$ cat src/rtl/tpu_host_writeback_if.sv
// Host write-back bus: command handshake plus the outbound word beat stream.
// master = write-back engine (drives cmd_ready, host_rdata*), slave = host.
interface tpu_host_writeback_if #(
  parameter int N   = 4,
  parameter int AW  = 32,
  parameter int HAW = 12,
  parameter int CW  = $clog2(N) + 1
);
  logic           cmd_valid;
  logic           cmd_ready;
  logic [HAW-1:0] cmd_base_addr;
  logic [CW-1:0]  cmd_count;
  logic [AW-1:0]  host_rdata;
  logic [HAW-1:0] host_rdata_address;
  logic           host_rdata_valid;
  logic           host_rdata_ready;

  modport master (
    input  cmd_valid, cmd_base_addr, cmd_count,
    input  host_rdata_ready,
    output cmd_ready,
    output host_rdata, host_rdata_address, host_rdata_valid
  );

  modport slave (
    output cmd_valid, cmd_base_addr, cmd_count,
    output host_rdata_ready,
    input  cmd_ready,
    input  host_rdata, host_rdata_address, host_rdata_valid
  );
endinterface

$ cat src/rtl/tpu_host_writeback.sv
// Buffers one accumulator row and streams it to the host, one word per beat.
// Ports: clk, reset_n, acc_row_valid/acc_row in, bus (master), wb_done, row_overflow out.
module tpu_host_writeback #(
  parameter int N   = 4,
  parameter int AW  = 32,
  parameter int HAW = 12,
  parameter int CW  = $clog2(N) + 1
) (
  input  logic                clk,
  input  logic                reset_n,
  input  logic                acc_row_valid,
  input  logic [N*AW-1:0]     acc_row,
  tpu_host_writeback_if.master bus,
  output logic                wb_done,
  output logic                row_overflow
);
  localparam int IW = (N > 1) ? $clog2(N) : 1;

  typedef enum logic [1:0] {
    IDLE,
    WAIT_ROW,
    SEND,
    DONE
  } state_t;

  state_t         state_q, state_d;
  logic [AW-1:0]  row_q [N];
  logic           row_full_q;
  logic           armed_q;
  logic [HAW-1:0] base_q;
  logic [CW-1:0]  cnt_q, idx_q, cnt_in;
  logic           accept, beat, last;

  assign cnt_in = (bus.cmd_count > CW'(N)) ? CW'(N) : bus.cmd_count;

  // armed_q keeps cmd_ready low while reset is asserted
  always_ff @(posedge clk or negedge reset_n) begin
    if (!reset_n) begin
      state_q      <= IDLE;
      armed_q      <= 1'b0;
      row_full_q   <= 1'b0;
      row_overflow <= 1'b0;
      base_q       <= '0;
      cnt_q        <= '0;
      idx_q        <= '0;
      for (int i = 0; i < N; i++) row_q[i] <= '0;
    end else begin
      state_q <= state_d;
      armed_q <= 1'b1;
      if (accept) begin
        base_q <= bus.cmd_base_addr;
        cnt_q  <= cnt_in;
        idx_q  <= '0;
      end else if (beat) begin
        idx_q  <= idx_q + CW'(1);
      end
      if (acc_row_valid && state_q != SEND) begin
        for (int i = 0; i < N; i++) row_q[i] <= acc_row[i*AW +: AW];
        row_full_q <= 1'b1;
      end else if (last) begin
        row_full_q <= 1'b0;
      end
      // set beats clear if both happen together
      if (acc_row_valid && state_q == SEND) row_overflow <= 1'b1;
      else if (accept)                     row_overflow <= 1'b0;
    end
  end

  always_comb begin
    state_d              = state_q;
    bus.cmd_ready        = 1'b0;
    bus.host_rdata_valid = 1'b0;
    bus.host_rdata       = '0;
    bus.host_rdata_address = '0;
    wb_done              = 1'b0;
    accept               = 1'b0;
    beat                 = 1'b0;
    last                 = 1'b0;
    unique case (state_q)
      IDLE: begin
        bus.cmd_ready = armed_q;
        accept        = armed_q & bus.cmd_valid;
        if (accept) begin
          if (cnt_in == '0)                    state_d = DONE;
          else if (row_full_q || acc_row_valid) state_d = SEND;
          else                                 state_d = WAIT_ROW;
        end
      end
      WAIT_ROW: begin
        if (acc_row_valid) state_d = SEND;
      end
      SEND: begin
        bus.host_rdata_valid   = 1'b1;
        bus.host_rdata         = row_q[idx_q[IW-1:0]];
        bus.host_rdata_address = base_q + HAW'(idx_q);
        beat = bus.host_rdata_ready;
        last = beat && (idx_q == cnt_q - CW'(1));
        if (last) state_d = DONE;
      end
      DONE: begin
        wb_done = 1'b1;
        state_d = IDLE;
      end
      default: state_d = IDLE;
    endcase
  end
endmodule

$ cat src/flat_wrapper.sv
// flat-port wrapper written by rule: the top's interface ports become plain ports
module tpu_host_writeback_flat 
#(
  parameter int N   = 4,
  parameter int AW  = 32,
  parameter int HAW = 12,
  parameter int CW  = $clog2(N) + 1
)
  (clk, reset_n, acc_row_valid, acc_row, wb_done, row_overflow, bus_cmd_valid, bus_cmd_base_addr, bus_cmd_count, bus_host_rdata_ready, bus_cmd_ready, bus_host_rdata, bus_host_rdata_address, bus_host_rdata_valid);
  tpu_host_writeback_if #(.N(N), .AW(AW), .HAW(HAW), .CW(CW)) bus_i ();
  input  logic clk;
  input  logic reset_n;
  input  logic acc_row_valid;
  input  logic [N*AW-1:0] acc_row;
  output logic wb_done;
  output logic row_overflow;
  input wire logic [$bits(bus_i.cmd_valid)-1:0] bus_cmd_valid;
  input wire logic [$bits(bus_i.cmd_base_addr)-1:0] bus_cmd_base_addr;
  input wire logic [$bits(bus_i.cmd_count)-1:0] bus_cmd_count;
  input wire logic [$bits(bus_i.host_rdata_ready)-1:0] bus_host_rdata_ready;
  output wire logic [$bits(bus_i.cmd_ready)-1:0] bus_cmd_ready;
  output wire logic [$bits(bus_i.host_rdata)-1:0] bus_host_rdata;
  output wire logic [$bits(bus_i.host_rdata_address)-1:0] bus_host_rdata_address;
  output wire logic [$bits(bus_i.host_rdata_valid)-1:0] bus_host_rdata_valid;
  assign bus_i.cmd_valid = bus_cmd_valid;
  assign bus_i.cmd_base_addr = bus_cmd_base_addr;
  assign bus_i.cmd_count = bus_cmd_count;
  assign bus_i.host_rdata_ready = bus_host_rdata_ready;
  assign bus_cmd_ready = bus_i.cmd_ready;
  assign bus_host_rdata = bus_i.host_rdata;
  assign bus_host_rdata_address = bus_i.host_rdata_address;
  assign bus_host_rdata_valid = bus_i.host_rdata_valid;
  tpu_host_writeback #(.N(N), .AW(AW), .HAW(HAW), .CW(CW)) u_core (.clk(clk), .reset_n(reset_n), .acc_row_valid(acc_row_valid), .acc_row(acc_row), .bus(bus_i), .wb_done(wb_done), .row_overflow(row_overflow));
endmodule
$ cat config.mk
export PLATFORM = sky130hd
export DESIGN_NAME = tpu_host_writeback_flat
export DESIGN_NICKNAME = d
export VERILOG_FILES = /design/src/rtl/tpu_host_writeback_if.sv /design/src/rtl/tpu_host_writeback.sv /design/src/flat_wrapper.sv
export SDC_FILE = /design/constraint.sdc
export NUM_CORES = 1
export LEC_CHECK = 0
export ABC_AREA = 1
export CAP_MARGIN = 20
export CELL_PAD_IN_SITES_DETAIL_PLACEMENT = 1
export CELL_PAD_IN_SITES_GLOBAL_PLACEMENT = 1
export CORE_ASPECT_RATIO = 1.1
export CORE_MARGIN = 5
export CORE_UTILIZATION = 30
export CTS_BUF_LIST = sky130_fd_sc_hd__clkbuf_4 sky130_fd_sc_hd__clkbuf_8
export CTS_CLUSTER_DIAMETER = 200
export DETAILED_ROUTE_END_ITERATION = 6
export PLACE_DENSITY = 0.77
export SYNTH_ARGS = -nofsm -noshare
export SYNTH_HDL_FRONTEND = slang
export SYNTH_SLANG_ARGS = --single-unit
$ cat constraint.sdc
create_clock -name clk -period 1.9 [get_ports clk]
set_input_delay 0.38 -clock clk [delete_from_list [all_inputs] [get_ports clk]]
set_output_delay 0.38 -clock clk [all_outputs]
set_load 0.02 [all_outputs]
==> summary.md <==
| Metric | Value |
|---|---|
| Max Clock Freq | `405.1 MHz` |
| Final core area utilization | `0.4635` |
| Die span in x | `160.1 um` |
| Post-synth EDFFs | `0` |
| Cells after Synth | `987` |
| H-tree depth | `4` |
| Post-Route Skew | `0.01003 ns` |
| Placed cells | `1,484` |
| CTS sink cnt | `151` |
| Row count | `60` |
| Most frequent cell after synthesis | `nand2_1` |
| CTS root buf | `clkbuf_8` |
| TritonCTS clock tree | `done` |
| Final min period | `2.468 ns` |
| Final WS setup | `-0.5683 ns` |
| Total wire length | `26,500 um` |
| Cell mode on critical path | `nand2_2` |
| Via count | `7,308` |
| CP max FO | `3` |
| Biggest area consumer among synthesized cells | `dfrtp_1` |
| Commonest cells in the netlist | `nand2_1, dfrtp_1, nor2_1` |
| Synth Cell Area | `7435 um^2` |
| DR iter-0 viols | `391` |
| Layout cell share with drive strength beyond 1 | `0.2098` |
| Die height | `175.1 um` |
| Max stage delay on crit path | `0.43 ns` |
| CTS Buf Count | `17` |
| Top_reg_cell synth | `dfrtp_1` |
| Syn_area_per_cell | `7.533 um^2` |
| Setup repair after global routing missed its margin | `yes` |
| Clk_lat worst skew | `0.44 ns` |
| Worst r2r path cells | `13` |
| Netlist cell types | `31` |
| Initial Util | `0.3038` |
| Core area | `24,470 um^2` |
| Slew Viols, Final | `0` |
| Pleak | `0.005493 uW` |
| Power Total | `19,850 uW` |
| Final setup violation count | `43` |
| Antenna violations before repair | `2` |
| Crit Reg-Reg Endpoint | `u_core.state_q[0]$_DFFE_PN0P_` |
| Largest net degree at the start of global routing | `44` |
| Clk slew on worst S/H paths | `0.09 ns` |
| Global route overflow | `0` |
| Post-DRT Antenna Nets | `0` |
| DR pass1 iterations | `4` |
| WP data required | `1.52 ns` |
| Final non-filler cell total | `1,555` |
| First-pass GRT wire length | `39,920 um` |
| Die area | `28,030 um^2` |
| Fraction of registers with async set/reset | `1.000` |
| CTS max path bufs | `2` |
| Buf/Inv on CP | `2` |
| Mapped Nets | `1,145` |
| DRC | `0` |
| Setup TNS | `-17.39 ns` |
| Worst flop-to-flop path startpoint | `u_core.idx_q[0]$_DFFE_PN0P_` |
| Fill count | `2,938` |
| Cell family with most CP delay | `adder cells` |
| DP Wirelength | `17,290 um` |
| Failing checks | `negative setup slack` |
| Status | `finished, violations left` |
| Critical path launch point type | `flip-flop` |
| Number of global-route vias before repair | `7,706` |
| Top post-synthesis cells by area | `dfrtp_1, nand2_1, nor2_1, buf_6, a21oi_1` |
| Arr. time, crit path | `2.09 ns` |
| Period utilization | `1.299` |
| Fin nets | `1,390` |
| Routability cong. | `0.7992` |
| Peak VDD IR | `0.0007037 V` |
| Setup slack, reg-to-reg | `0.08 ns` |
| Port Buffer Count | `195` |
| Crit. End Element | `output port` |
| GRT Total Usage | `0.1770` |
| Setup CP Type | `flip-flop to output port` |
| Critical Path Slowest Stage Cell | `dfrtp_2` |
| Synth top area share | `0.5082` |
| Post-synthesis sequential area ratio | `0.5082` |
| Vias/cell | `4.700` |
| Synth-to-Final Area Change | `52.58%` |
| Syn. warnings | `0` |
| Max_cap viols | `0` |
| Final hold violations | `0` |
| PwrDens | `1750 nW/um^2` |
| Seq cells post-synth | `151` |
| Worst hold path class | `input port to asynchronous set/reset pin` |
| WL/cell | `17.04 um` |
| # IOs | `196` |
| Cell breakdown of the critical path | `ha_4, fa_2, nand2_2, nand2_2, nand2_2, nor2_2, inv_2, nor2_1, o21a_2, buf_6` |
## state kept, by name, summed over array words and instances, names as in the netlist
| name | count |
|---|---|
| u_core.row_overflow | 1 |
| u_core.cnt_q | 3 |
| u_core.armed_q | 1 |
| u_core.row_full_q | 1 |
| u_core.idx_q | 3 |
| u_core.state_q | 2 |
| u_core.row_q | 128 |
| u_core.base_q | 12 |
## worst max-delay path by stage
stage	startpoint	to	cells after the start
global route	u_core.idx_q[0]$_DFFE_PN0P_	bus_host_rdata_address[10]	10
finish	u_core.idx_q[0]$_DFFE_PN0P_	bus_host_rdata_address[10]	10
CTS	u_core.idx_q[0]$_DFFE_PN0P_	bus_host_rdata_address[10]	10
global placement	u_core.idx_q[0]$_DFFE_PN0P_	bus_host_rdata_address[10]	9
detailed placement	u_core.idx_q[0]$_DFFE_PN0P_	bus_host_rdata_address[10]	9
floorplan	u_core.idx_q[0]$_DFFE_PN0P_	bus_host_rdata_address[8]	7
## layer usage
layer  part of all wire  GRT usage  vias to the layer above
met5            0.00042          0                        -
met3              0.037    0.03185                       30
met1               0.44     0.2214                     3578
li1                   -          -                     3556
met4              0.018    0.04589                        2
met2               0.51     0.3154                      142
## where the power goes
group,internal (uW),switching (uW),leakage [uW],total (uW)
sequential,4750,991,0.00185,5740
combinational,5200,6380,0.00344,11600
clock,1250,1280,0.000197,2530
total,11200,8650,0.00549,19800
## cells by family (layout without fill, tap and decap cells)
| family | Yosys count | in the layout | synth area share |
|---|---|---|---|
| adders and majority gates | 10 | 10 | 0.01784 |
| DFF | 151 | 151 | 0.5082 |
| xor gates and xnor gates | 1 | 1 | 0.001178 |
| AOI/OAI and AO/OA | 126 | 126 | 0.08751 |
| other | 1 | 2 | 0.0005044 |
| buffers and inverters | 85 | 342 | 0.06799 |
| and+or+nand+nor | 613 | 613 | 0.3167 |
## what timing repair did
action / 4_1_cts / 5_1_grt
setup buffers: 11 / 20
pin swaps: 4 / 19
hold buffers: 1 / 0
endpoints found under the hold margin: 23 / 0
resized for setup: 296 / 86
cloned: 3 / 5
endpoints found under the setup margin: 47 / 46
## cells in the final DEF (no fill, tap or decap), types with 3 or more instances in the layout
master / count
clkbuf_8: 18
clkbuf_4: 3
ha_1: 4
nand2_1: 445
inv_6: 3
inv_2: 6
buf_6: 25
nor2_2: 20
nand2_2: 9
nor2_1: 118
nor2_4: 9
a31oi_1: 3
buf_4: 77
clkdlybuf4s50_1: 147
o21ai_0: 21
buf_12: 18
dfrtp_2: 3
a21oi_1: 24
clkbuf_16: 5
a21oi_4: 8
o21ai_4: 9
dfrtp_1: 148
inv_1: 21
a21oi_2: 9
nand3_1: 4
ha_4: 5
o21ai_1: 38
o21ai_2: 7
buf_16: 6
## final cells by class
cell class,count,area [um^2],area share
well taps,310,387.9,0.03419
clock inverters,10,120.1,0.01059
repair buffers,282,3027,0.2668
clock buffers,21,270.3,0.02383
diodes,1,2.502,0.0002206
flip-flops and latches,151,3782,0.3334
multi-input cells,751,3616,0.3188
inverters,29,137.6,0.01213
## per-stage QoR
stage | hold WS (ns) | area, um^2 | setup WS, ns
CTS | 0.3651 | 10720 | -0.5903
floorplan | 0.08441 | 7574 | -0.05838
finish | 0.3896 | 11340 | -0.5683
detailed placement | 0.2964 | 10090 | -0.5903
global placement | 0.2890 | 10090 | -0.5512
global route | 0.3919 | 11340 | -0.6791
No activity file was read; power rests on OpenSTA's default activity.
